[config.mk]
export PLATFORM = sky130hd
export DESIGN_NAME = maze_port_arbiter
export DESIGN_NICKNAME = d
export VERILOG_FILES = /design/src/rtl/maze_port_arbiter.sv
export SDC_FILE = /design/constraint.sdc
export NUM_CORES = 1
export LEC_CHECK = 0
export BUFFER_PORTS_ARGS = -buffer_cell sky130_fd_sc_hd__clkbuf_2
export CORE_MARGIN = 1
export CORE_UTILIZATION = 50
export DETAILED_ROUTE_END_ITERATION = 10
export PLACE_DENSITY = 0.91
export SLEW_MARGIN = 25
export SYNTH_ARGS = -nofsm -noshare
export SYNTH_HDL_FRONTEND = slang
export SYNTH_SLANG_ARGS = --single-unit
[constraint.sdc]
create_clock -name clk -period 2.7 [get_ports clk]
set_input_delay 0.135 -clock clk [delete_from_list [all_inputs] [get_ports clk]]
set_output_delay 0.135 -clock clk [all_outputs]
set_load 0.02 [all_outputs]
[src/rtl/maze_port_arbiter.sv]
// maze_port_arbiter: lets two maze walkers share one single-bit maze port.
// Each access takes three cycles: IDLE (arbitrate), ACCESS (drive the port),
// and CAPTURE (read data lands). Walkers that have reported done are masked
// out. Once both walkers are done the arbiter stays parked in IDLE.
//
// Handshake: a walker raises reqN with weN/rowN/colN and holds them stable
// until it sees gntN. gntN is a one-cycle pulse in the cycle the maze port is
// driven. For a read, rdvN pulses two cycles after gntN, and rd_data then
// holds the cell value (1 = wall). A write produces no rdvN pulse. reqN is
// only looked at while the arbiter is in IDLE.
module maze_port_arbiter #(
  parameter int maze_width = 6
) (
  input  logic                  clk,
  input  logic                  rst_n,
  input  logic                  req0,
  input  logic                  req1,
  input  logic                  we0,
  input  logic                  we1,
  input  logic [maze_width-1:0] row0,
  input  logic [maze_width-1:0] col0,
  input  logic [maze_width-1:0] row1,
  input  logic [maze_width-1:0] col1,
  input  logic                  done0,
  input  logic                  done1,
  output logic                  gnt0,
  output logic                  gnt1,
  output logic                  rdv0,
  output logic                  rdv1,
  output logic                  rd_data,
  output logic [maze_width-1:0] row,
  output logic [maze_width-1:0] col,
  output logic                  maze_oe,
  output logic                  maze_we,
  input  logic                  maze_in,
  output logic [15:0]           acc_cnt0,
  output logic [15:0]           acc_cnt1,
  output logic [1:0]            first_done,
  output logic                  all_done,
  output logic [1:0]            dbg_state_o
);

  typedef enum logic [1:0] {
    IDLE    = 2'd0,
    ACCESS  = 2'd1,
    CAPTURE = 2'd2
  } state_t;

  state_t                state_q, state_d;
  logic                  sel_q, sel_d;     // 0 = walker 0, 1 = walker 1
  logic                  lp_q, lp_d;       // last-granted walker
  logic                  we_q, we_d;
  logic [maze_width-1:0] row_q, row_d;
  logic [maze_width-1:0] col_q, col_d;
  logic                  rd_data_q, rd_data_d;
  logic [1:0]            rdv_q, rdv_d;
  logic [15:0]           acc_cnt0_q, acc_cnt0_d;
  logic [15:0]           acc_cnt1_q, acc_cnt1_d;
  logic [1:0]            done_q, done_d;
  logic [1:0]            first_done_q, first_done_d;
  logic [1:0]            elig;
  logic                  in_access;
  logic                  rd_capture;

  assign in_access  = (state_q == ACCESS);
  assign rd_capture = (state_q == CAPTURE) && !we_q;

  // Next-state logic: arbitration in IDLE, fixed walk through ACCESS and CAPTURE.
  always_comb begin
    state_d = state_q;
    sel_d   = sel_q;
    lp_d    = lp_q;
    we_d    = we_q;
    row_d   = row_q;
    col_d   = col_q;
    elig    = {req1 & ~done_q[1], req0 & ~done_q[0]};
    case (state_q)
      IDLE: begin
        if (!all_done && (elig != 2'b00)) begin
          state_d = ACCESS;
          // On a tie the walker that did not go last wins.
          if (elig == 2'b11) sel_d = ~lp_q;
          else               sel_d = elig[1];
          we_d  = sel_d ? we1  : we0;
          row_d = sel_d ? row1 : row0;
          col_d = sel_d ? col1 : col0;
        end
      end
      ACCESS: begin
        state_d = CAPTURE;
        lp_d    = sel_q;
      end
      CAPTURE: state_d = IDLE;
      default: state_d = IDLE;
    endcase
  end

  // Datapath next values: read capture, counters, sticky done tracking.
  always_comb begin
    rd_data_d    = rd_capture ? maze_in : rd_data_q;
    rdv_d        = rd_capture ? (sel_q ? 2'b10 : 2'b01) : 2'b00;
    acc_cnt0_d   = (gnt0 && (acc_cnt0_q != 16'hFFFF)) ? acc_cnt0_q + 16'd1 : acc_cnt0_q;
    acc_cnt1_d   = (gnt1 && (acc_cnt1_q != 16'hFFFF)) ? acc_cnt1_q + 16'd1 : acc_cnt1_q;
    done_d       = done_q | {done1, done0};
    // first_done records whichever latched first and is frozen afterwards.
    first_done_d = (first_done_q == 2'b00) ? {done1, done0} : first_done_q;
  end

  // State and datapath registers; reset dominates and aborts any access.
  always_ff @(posedge clk) begin
    if (!rst_n) begin
      state_q      <= IDLE;
      sel_q        <= 1'b0;
      lp_q         <= 1'b1;
      we_q         <= 1'b0;
      row_q        <= '0;
      col_q        <= '0;
      rd_data_q    <= 1'b0;
      rdv_q        <= 2'b00;
      acc_cnt0_q   <= 16'd0;
      acc_cnt1_q   <= 16'd0;
      done_q       <= 2'b00;
      first_done_q <= 2'b00;
    end else begin
      state_q      <= state_d;
      sel_q        <= sel_d;
      lp_q         <= lp_d;
      we_q         <= we_d;
      row_q        <= row_d;
      col_q        <= col_d;
      rd_data_q    <= rd_data_d;
      rdv_q        <= rdv_d;
      acc_cnt0_q   <= acc_cnt0_d;
      acc_cnt1_q   <= acc_cnt1_d;
      done_q       <= done_d;
      first_done_q <= first_done_d;
    end
  end

  assign gnt0        = in_access & ~sel_q;
  assign gnt1        = in_access &  sel_q;
  assign maze_oe     = in_access & ~we_q;
  assign maze_we     = in_access &  we_q;
  assign row         = row_q;
  assign col         = col_q;
  assign rdv0        = rdv_q[0];
  assign rdv1        = rdv_q[1];
  assign rd_data     = rd_data_q;
  assign acc_cnt0    = acc_cnt0_q;
  assign acc_cnt1    = acc_cnt1_q;
  assign first_done  = first_done_q;
  assign all_done    = &done_q;
  assign dbg_state_o = state_q;

endmodule

-- Word level (Yosys, flattened, before mapping)
Index checks and enable logic that the tools add are counted.
- bits in writable memories: 0
- memories: 0
- bits in registers: 56
- word-level logic and storage cells: 53
- input port bits: 33
- output and inout bits: 56
- ROM bits: 0
- latch bits: 0
- add/sub/neg operators: 2
- multiply operators: 0
- $lt $le $gt $ge: 0
- equality and inequality tests: 6
- bitwise logic cells: 12
- divide/modulo/power cells: 0
- shifts and indexed selects: 0
- multiplexer cells: 9
- reductions and logical operators: 12
- operator list (kind ; number):
    adder 16 x 1 -> 16 bit (second input constant) ; 2
    inequality test 16 bit (second input constant) ; 2
    2-to-1 mux 6 bit ; 2
    AND 1 bit ; 6
    AND reduction 2 bit ; 3
    inverter 1 bit ; 5
    == test 2 bit (second input constant) ; 2
    logical AND 1 bit ; 4
    logical NOT 2 bit ; 2
    2-to-1 mux 1 bit ; 4
    2-to-1 mux 2 bit ; 2
    case mux 2 bit (2 select lines) ; 1
    == test 2 x 1 -> 1 bit (second input constant) ; 1
    logical NOT 1 bit ; 2
    inequality test 2 bit (second input constant) ; 1
    bitwise OR 2 bit ; 1
    nonzero test 2 bit ; 1

-- Longest topological paths before layout
Gate-level depths: netlist of the first run.
- depth in word-level cells: 7
- mapped depth: 6
- depth with buffers taken out: 5

-- Worst setup path after synthesis of the first run
Ideal clock, no wire load.
- path kind: flip-flop to flip-flop
- from: reg state_q[0], in the netlist dbg_state_o[0]
- to: reg acc_cnt0_q[11], in the netlist acc_cnt0[11]
- data arrival time: 2146 ps
- path buffers: 1
- slack: 483 ps
- cell stages (with the launch flop): 6
- cells stage by stage: dfxtp_1 > or3b_1 > or4_1 > clkbuf_2 > or4_1 > a21oi_1
- longest elaborated chain between the ends: 3
- ends and longest elaborated chain (what ; RTL line ; RTL):
    start: declaration ; 49 ; state_t state_q, state_d;
    start signal: assignment ; 125 ; state_q <= state_d;
    == test 2 x 1 -> 1 bit ; 65 ; assign in_access = (state_q == ACCESS);
    AND 1 bit ; 140 ; assign gnt0 = in_access & ~sel_q;
    logical AND 1 bit ; 102 ; acc_cnt0_d = (gnt0 && (acc_cnt0_q != 16'hFFFF)) ? acc_cnt0_q + 16'd1 : acc_cnt0_q;
    end signal: assignment ; 133 ; acc_cnt0_q <= acc_cnt0_d;
    end: declaration ; 57 ; logic [15:0] acc_cnt0_q, acc_cnt0_d;
Every way passes these cells.
A chain may end at the register's enable or synchronous reset.

-- Final worst setup path of the first run
- from: reg state_q[0], in the netlist dbg_state_o[0]
- to: reg acc_cnt0_q[15], in the netlist acc_cnt0[15]
Same word-level chain as after synthesis.

==> results of run 1 <==
cells in the final DEF (no fill, tap or decap), types with 2 or more instances in the layout:
cell | synthesis | routed
sky130_fd_sc_hd__buf_4 | 0 | 6
sky130_fd_sc_hd__nor2_1 | 29 | 29
sky130_fd_sc_hd__nand3_1 | 11 | 11
sky130_fd_sc_hd__or2_2 | 2 | 2
sky130_fd_sc_hd__clkbuf_8 | 0 | 6
sky130_fd_sc_hd__nand2_1 | 22 | 22
sky130_fd_sc_hd__mux2i_1 | 20 | 20
sky130_fd_sc_hd__o211ai_1 | 2 | 2
sky130_fd_sc_hd__nand4_1 | 9 | 9
sky130_fd_sc_hd__dfxtp_1 | 56 | 56
sky130_fd_sc_hd__nor3_1 | 7 | 7
sky130_fd_sc_hd__ha_1 | 2 | 2
sky130_fd_sc_hd__or4_1 | 15 | 15
sky130_fd_sc_hd__o21ai_0 | 7 | 7
sky130_fd_sc_hd__nor3b_1 | 2 | 2
sky130_fd_sc_hd__o31ai_1 | 12 | 12
sky130_fd_sc_hd__o41ai_1 | 3 | 3
sky130_fd_sc_hd__nor4_1 | 4 | 4
sky130_fd_sc_hd__inv_1 | 9 | 9
sky130_fd_sc_hd__and2_1 | 2 | 2
sky130_fd_sc_hd__nand2b_1 | 9 | 9
sky130_fd_sc_hd__clkbuf_2 | 1 | 88
sky130_fd_sc_hd__clkbuf_1 | 13 | 2
sky130_fd_sc_hd__and4_1 | 3 | 3
sky130_fd_sc_hd__a211oi_1 | 14 | 13
sky130_fd_sc_hd__nor4b_1 | 2 | 2
sky130_fd_sc_hd__or3_1 | 9 | 9
sky130_fd_sc_hd__a21oi_1 | 23 | 23
registers in the layout, summed over array words and instances, names as in the netlist:
| register | count |
|---|---|
| col | 6 |
| sel_q | 1 |
| dbg_state_o | 2 |
| first_done | 2 |
| done_q | 2 |
| rd_data | 1 |
| we_q | 1 |
| acc_cnt0 | 16 |
| row | 6 |
| lp_q | 1 |
| rdv_q | 2 |
| acc_cnt1 | 16 |
worst min-delay path, cell delays in order:
cell                       delay, ps
sky130_fd_sc_hd__clkbuf_2         90
sky130_fd_sc_hd__nor2_1           40
sky130_fd_sc_hd__nor2_1           70
worst max-delay path by stage:
| stage | from | to | slack [ps] | depth (start not counted) |
|---|---|---|---|---|
| final | dbg_state_o[0] | acc_cnt0[15] | 510 | 4 |
| after CTS | dbg_state_o[0] | acc_cnt0[15] | 520 | 4 |
| after global placement | dbg_state_o[0] | acc_cnt0[9] | 630 | 4 |
| after floorplan | dbg_state_o[0] | acc_cnt0[11] | 480 | 5 |
| after detailed placement | dbg_state_o[0] | acc_cnt0[15] | 550 | 4 |
| after global routing | dbg_state_o[0] | acc_cnt0[11] | 410 | 4 |
cell type report:
type	instances	area (um2)
Fill cell	397	1640
Multi-Input combinational cell	221	1390
Sequential cell	56	1120
Timing Repair Buffer	94	485
Clock buffer	8	90.1
Tap cell	67	83.8
Inverter	10	37.5
where the power goes:
part | leakage [nW] | switching (mW) | internal [mW]
Sequential | 0.456 | 0.0244 | 0.862
Combinational | 0.837 | 0.140 | 0.0926
Clock | 0.0455 | 0.261 | 0.210
Total | 1.34 | 0.425 | 1.16
per-stage QoR:
stage          hold slack, ps  setup WS [ps]  power (mW)
2_1_floorplan             256            483        1.05
3_3_place_gp              374            632        1.13
3_5_place_dp              388            545        1.14
4_1_cts                  61.5            519        1.60
5_1_grt                  71.0            415        1.66
6_report                 63.1            515        1.59
layer usage:
metal  track usage, %  part of all wire [%]
met2             39.5                    48
met1             28.9                    43
met4             8.76                   1.5
met5                0                     0
met3             6.23                   7.1
cells by family after synthesis:
logic type | after synthesis
muxes | 21
AOI/OAI and AO/OA | 66
and+or+nand+nor | 131
xor gates and xnor gates | 1
adders and majority gates | 2
buffers and inverters | 24
DFF | 56
==> summary.md, run 1 <==
| Metric | Value |
|---|---|
| Run status | finished, final reports clean |
| Number of remaining DRC errors | 0 |
| Sinks on Clock Net | 56 |
| Count leader, synth | sky130_fd_sc_hd__dfxtp_1 |
| Critical setup path kind | reg2reg |
| H-Tree Level Count | 2 |
| Gr ovfl total | 0 |
| Post-synthesis average cell area | 8.64 um2 |
| Crit path launch type | flop |
| Sequence of cells on the critical path | or3b_1 -> or4_1 -> nor4b_1 -> mux2i_1 |
| Finish-stage setup viols | 0 |
| Clock-pin slew reported for the worst setup and hold paths after clock tree synthesis | 90 ps |
| Post-synthesis compound-gate area fraction | 16.5% |
| Core Box Area | 4850 um2 |
| Most instantiated flip-flop cell in the synthesis netlist | sky130_fd_sc_hd__dfxtp_1 |
| Critical path endpoint category | flop |
| Share of cell area taken by muxes after synthesis | 8.13% |
| Area share of xor/xnor cells in the synthesized design | 0.337% |
| Cell types occupying the most area after synthesis | sky130_fd_sc_hd__dfxtp_1 (43%), sky130_fd_sc_hd__mux2i_1 (7.7%), sky130_fd_sc_hd__a21oi_1 (4.4%), sky130_fd_sc_hd__or4_1 (4.3%), sky130_fd_sc_hd__nor2_1 (4.2%) |
| Hold bufs inserted after CTS | 0 |
| Global-route total usage across every layer | 23.5% |
| Die Outline Area | 5500 um2 |
| Netlist cell types | 39 |
| Yosys synthesis warning count | 0 |
| Cell with the biggest individual delay on the critical path | sky130_fd_sc_hd__or4_1 |
| Worst stage delay on the critical path | 650 ps |
| Post-synthesis async set-or-reset flop share | 0% |
| Buf/Inv on CP | 0 |
| Hold Path Stages | 3 |
| Syn_nets | 336 |
| Die width | 74.1 um |
| Worst reg-to-reg setup slack | 510 ps |
| Worst Hold End | done_q[1] |
| Post-DR vias/cell | 5.80 |
| Required time at the endpoint of the critical path | 2940 ps |
| Number of buffers inserted during clock tree synthesis | 5 |
| Die height | 74.1 um |
| Actual transition at the worst max-transition pin | 841 ps |
| Cell at the root of the clock tree | sky130_fd_sc_hd__clkbuf_8 |
| Layout net count | 423 |
| Source-to-sink clock delay at the later pin of the worst-skew pair | 310 ps |
| Static Leakage | 1.34 nW |
| Synth Cell Area | 2600 um2 |
| Achievable clock frequency | 0.458 GHz |
| Average wire per cell in the routed design | 13.7 um |
| Count of boundary I/O pins | 89 |
| WP data arrival | 2430 ps |
| Initial antenna violation count | 0 |
| Launch instance of the worst min-delay path | done1 |
| Ratio of cells with drive above 1 in the final layout | 27.0% |
| Setup TNS | 0 ps |
| Hold Violations, Final | 0 |
| Worst IR drop on VDD | 0.000353 V |
| Power density relative to cell area | 495 nW/um2 |
| Tightest Hold Check Type | in2reg |
| Via count of the first global-routing pass | 2264 |
| Count of antenna diodes in the layout | 0 |
| Post-CTS setup buffer count | 0 |
| Number of cells on the worst reg-to-reg path | 4 |
| Critical path's top delay family | simple AND/OR/NAND/NOR gates |
| Number of iterations in the first detailed-routing pass | 4 |
| Area fraction in and, or, nand and nor cells after synthesis | 27.5% |
| Pin count of the biggest net entering global routing | 29 |
| Non-Filler Instances | 456 |
| Combinational family with the most area after synthesis | simple AND/OR/NAND/NOR gates |
| Residual antenna-violating net count after detailed routing | 0 |
| Area overhead of the layout relative to synthesis | 23.5% |
| Cts repair resizes | 0 |
| Setup repair after global routing missed its margin | false |
| Max-slew violation count | 0 |
| Remaining max-slew budget at the tightest pin | 43.4% |
| Total Wirelength | 6260 um |
| Fraction of the mapped netlist area in adder cells | 0.962% |
| Cell type with the highest aggregate area in the netlist | sky130_fd_sc_hd__dfxtp_1 |
| Portion of the post-synthesis area used by sequential elements | 43.1% |
| Share of the core filled with cells | 66.2% |
| Worst Path Max Fanout | 7 |
| Destination of the worst register-to-register timing path | acc_cnt0[15] |
| Clock Skews | 5.55 ps |
| Worst R2R Start | dbg_state_o[0] |
| Max Buffers Root-to-Sink | 2 |
| Most common library cells after synthesis | sky130_fd_sc_hd__dfxtp_1 (56), sky130_fd_sc_hd__nor2_1 (29), sky130_fd_sc_hd__a21oi_1 (23) |
| Total half-perimeter wirelength after legalization and detailed placement | 4600 um |
| Weighted congestion reported at the end of routability-driven placement | 0.835 |
| Cell Area, Placed | 3120 um2 |
| Cells after Synth | 301 |
| Post-route standard cell area excluding fillers | 3210 um2 |
| Time the worst path needs with I/O delays and setup | 2190 ps |
| DR vias | 2646 |
| Share of the synthesized area in the top cell type | 43.1% |
| Initial Utilization | 53.7% |
| Iteration-0 DRC Markers | 162 |
| Port bufs | 88 |
| Post-synth EDFFs | 0 |
| Cell count after placement | 448 |
| First-pass GRT wire length | 9990 um |
| Number of core rows | 25 |
| Number of synthesized register bits | 56 |
| Tcrit/Tclk final | 80.9% |
| CTS tree | yes |
| Max-cap check violation count | 0 |
(Power assumes the default switching activity.)
==> inputs of run 2 (changes only) <==
ABC_AREA = 1   (was not set)
CORE_UTILIZATION = 46   (was 50)
PLACE_DENSITY = 0.87   (was 0.91)
clock period = 1.9 ns   (was 2.7 ns; I/O delays follow)
==> run 2 against run 1 <==
Compared with the run above: worst hold slack worse by 60 ps; cell count up 28%; non-clock buffer count decreased by 3; setup slack got worse by 240 ps; sequential power up 43%; sequential share of layout area decreased by 2.5 points; first-iteration DRC count up 1.9%; global-route usage down 2.3 points; utilization is 8.1 points lower; synthesized cell count grew 40%; clock power rose by 64%; critical path depth increased by 3.
==> summary.md, run 2 <==
| Metric | Value |
|---|---|
| Worst IR drop on VDD | 0.000428 V |
| Destination of the worst register-to-register timing path | acc_cnt0[4] |
| Hold Violations, Final | 0 |
| Critical setup path kind | reg2reg |
| Worst reg-to-reg setup slack | 280 ps |
| Cell type with the highest aggregate area in the netlist | sky130_fd_sc_hd__dfxtp_1 |
| Cell types occupying the most area after synthesis | sky130_fd_sc_hd__dfxtp_1 (39%), sky130_fd_sc_hd__nand2_1 (13%), sky130_fd_sc_hd__nor2_1 (12%), sky130_fd_sc_hd__a21oi_1 (8.4%), sky130_fd_sc_hd__nand3_1 (4.6%) |
| Post-synth EDFFs | 0 |
| Share of power burned in combinational logic | 14.8% |
| Global-route total usage across every layer | 21.2% |
| CTS tree | yes |
| Pin count of the biggest net entering global routing | 46 |
| Residual antenna-violating net count after detailed routing | 0 |
| Initial Utilization | 47.9% |
| Post-synthesis average cell area | 6.80 um2 |
| Cells after Synth | 420 |
| Die height | 80.8 um |
| Post-synthesis async set-or-reset flop share | 0% |
| Worst stage delay on the critical path | 410 ps |
| Internal power contribution | 1.74 mW |
| Sinks on Clock Net | 56 |
| Count of antenna diodes in the layout | 0 |
| Post-CTS setup buffer count | 0 |
| Startpoint of the most critical setup path | acc_cnt0[0] |
| Clock Skews | 11.5 ps |
| Netlist cell types | 29 |
| Die Outline Area | 6520 um2 |
| Number of cells on the worst reg-to-reg path | 7 |
| Portion of the post-synthesis area used by sequential elements | 39.3% |
| Sequence of cells on the critical path | ha_1 -> nand2_2 -> nor2_4 -> nand4_4 -> nand2_1 -> nand2_1 -> a21oi_1 |
| Total Wirelength | 6750 um |
| Critical path endpoint category | flop |
| Worst setup path end | acc_cnt0[4] |
| Count leader, synth | sky130_fd_sc_hd__nand2_1 |
| Average wire per cell in the routed design | 11.6 um |
| Required time at the endpoint of the critical path | 2130 ps |
| DR vias | 2983 |
| Source-to-sink clock delay at the later pin of the worst-skew pair | 310 ps |
| Hold Path Stages | 3 |
| WP data arrival | 1850 ps |
| Core Box Area | 5960 um2 |
| Layout net count | 542 |
| Net Sw Frac | 27.4% |
| Remaining max-slew budget at the tightest pin | 70.2% |
| Number of core rows | 28 |
| First-pass GRT wire length | 11100 um |
| Most instantiated flip-flop cell in the synthesis netlist | sky130_fd_sc_hd__dfxtp_1 |
| Number of buffers inserted during clock tree synthesis | 5 |
| Crit path launch type | flop |
| Post-route standard cell area excluding fillers | 3460 um2 |
| Max-cap check violation count | 0 |
| Share of the synthesized area in the top cell type | 39.3% |
| Max Buffers Root-to-Sink | 2 |
| Cts repair resizes | 0 |
| H-Tree Level Count | 2 |
| Setup repair after global routing missed its margin | false |
| Gr ovfl total | 0 |
| Finish-stage setup viols | 0 |
| Clock-pin slew reported for the worst setup and hold paths after clock tree synthesis | 100 ps |
| Wire length on met3 | 365 um |
| Clk pwr share | 32.1% |
| Uppermost layer routed | met4 |
| Tightest Hold Check Type | in2reg |
| Iteration-0 DRC Markers | 165 |
| Die width | 80.8 um |
| Cell Area, Placed | 3340 um2 |
| Syn_nets | 455 |
| Number of remaining DRC errors | 0 |
| Crit path depth | 7 |
| Via count of the first global-routing pass | 2619 |
| Synth Cell Area | 2850 um2 |
| Wire length on met1 | 3060 um |
| Setup TNS | 0 ps |
| Count of boundary I/O pins | 89 |
| Cell with the biggest individual delay on the critical path | sky130_fd_sc_hd__dfxtp_1 |
| Port bufs | 88 |
| Power density relative to cell area | 693 nW/um2 |
| Buf/Inv on CP | 0 |
| Filler cells | 573 |
| Achievable clock frequency | 0.616 GHz |
| Commonest cells after routing, fill and taps aside | sky130_fd_sc_hd__nand2_1 (96), sky130_fd_sc_hd__nor2_1 (89), sky130_fd_sc_hd__clkbuf_2 (88) |
| Hold bufs inserted after CTS | 1 |
| Most common library cells after synthesis | sky130_fd_sc_hd__nand2_1 (96), sky130_fd_sc_hd__nor2_1 (89), sky130_fd_sc_hd__dfxtp_1 (56) |
| Worst Path Max Fanout | 15 |
| Worst R2R Start | acc_cnt0[0] |
| Initial antenna violation count | 0 |
| Area overhead of the layout relative to synthesis | 21.4% |
| Run status | finished, final reports clean |
| Total half-perimeter wirelength after legalization and detailed placement | 5020 um |
| Critical path's top delay family | simple AND/OR/NAND/NOR gates |
| Cell at the root of the clock tree | sky130_fd_sc_hd__clkbuf_8 |
| Actual transition at the worst max-transition pin | 447 ps |
| Ratio of cells with drive above 1 in the final layout | 25.2% |
| Metal2 WL | 3240 um |
| Number of iterations in the first detailed-routing pass | 4 |
| Sequential group share of total power | 53.1% |
| Weighted congestion reported at the end of routability-driven placement | 0.871 |
| Tcrit/Tclk final | 85.4% |
| Static Leakage | 1.58 nW |
| Number of synthesized register bits | 56 |
| Yosys synthesis warning count | 0 |
| Switching pwr | 658 uW |
| Most repeated library cell on the critical path | sky130_fd_sc_hd__nand2_1 |
| Most common cell after layout, fill and taps aside | sky130_fd_sc_hd__nand2_1 |
| Max-slew violation count | 0 |
| Post-DR vias/cell | 5.12 |
| Time the worst path needs with I/O delays and setup | 1620 ps |
## run 2: changes by cell type after synthesis, moves of 18 or more
cell | before | now
sky130_fd_sc_hd__inv_1 | 9 | 27
sky130_fd_sc_hd__mux2i_1 | 20 | 0
sky130_fd_sc_hd__nand2_1 | 22 | 96
sky130_fd_sc_hd__a21oi_1 | 23 | 48
sky130_fd_sc_hd__nor2_1 | 29 | 89
## run 2: metal layers
metal / track usage (%) / vias to the layer above
met5: 0 / -
met1: 26.8 / 1361
met3: 4.04 / 9
li1: - / 1529
met2: 36.4 / 84
met4: 6.61 / 0
## run 2: layout make-up
class	count	area, um2	share of cell area, %
tap	75	93.8	2.71
clock buffer	5	68.8	1.99
sequential	56	1120	32.4
multi-input combinational	322	1550	44.9
inverter	31	118	3.40
clock inverter	3	42.5	1.23
timing repair buffer	91	465	13.4
## run 2: worst reg2reg max path, delay by kind of cell (launching register included)
kind	cells	cell delay, ps
and+or+nand+nor	5	800
adders and majority gates	1	220
DFF	1	410
AOI/OAI and AO/OA	1	130
## run 2: worst min-delay path by stage
| stage | slack (ps) | from | end |
|---|---|---|---|
| after global placement | 310 | maze_in | rd_data |
| after CTS | 2 | col0[2] | col[2] |
| after floorplan | 220 | done0 | done_q[0] |
| final | 3 | col0[2] | col[2] |
| after global routing | 3 | col0[4] | col[4] |
| after detailed placement | 320 | maze_in | rd_data |
## run 2: metrics by stage
stage | setup slack, ps | hold slack, ps | utilization (%) | total power [mW] | std cells
floorplan | 324 | 216 | - | 1.53 | 420
global placement | 373 | 314 | 56.1 | 1.64 | 574
detailed placement | 317 | 324 | 56.1 | 1.66 | 574
CTS | 283 | 1.65 | 58.2 | 2.42 | 583
global route | 141 | 2.81 | 58.2 | 2.52 | 583
finish | 278 | 3.22 | 58.2 | 2.40 | 583
## run 2: logic make-up (layout without fill, tap and decap cells)
kind of cell / Yosys count / after routing / synth area share (%)
buffers and inverters: 42 / 130 / 6.27
DFF: 56 / 56 / 39.3
xor gates and xnor gates: 2 / 2 / 0.614
adders and majority gates: 2 / 2 / 0.877
AOI/OAI and AO/OA: 69 / 69 / 12.1
and+or+nand+nor: 249 / 249 / 40.8
## run 2: power by group through the flow
stage	combinational [mW]	clock, mW	sequential (mW)
after global routing	0.396	0.843	1.28
after CTS	0.358	0.793	1.27
final	0.356	0.771	1.27
after global placement	0.348	0	1.30
after floorplan	0.175	0	1.35
after detailed placement	0.356	0	1.30
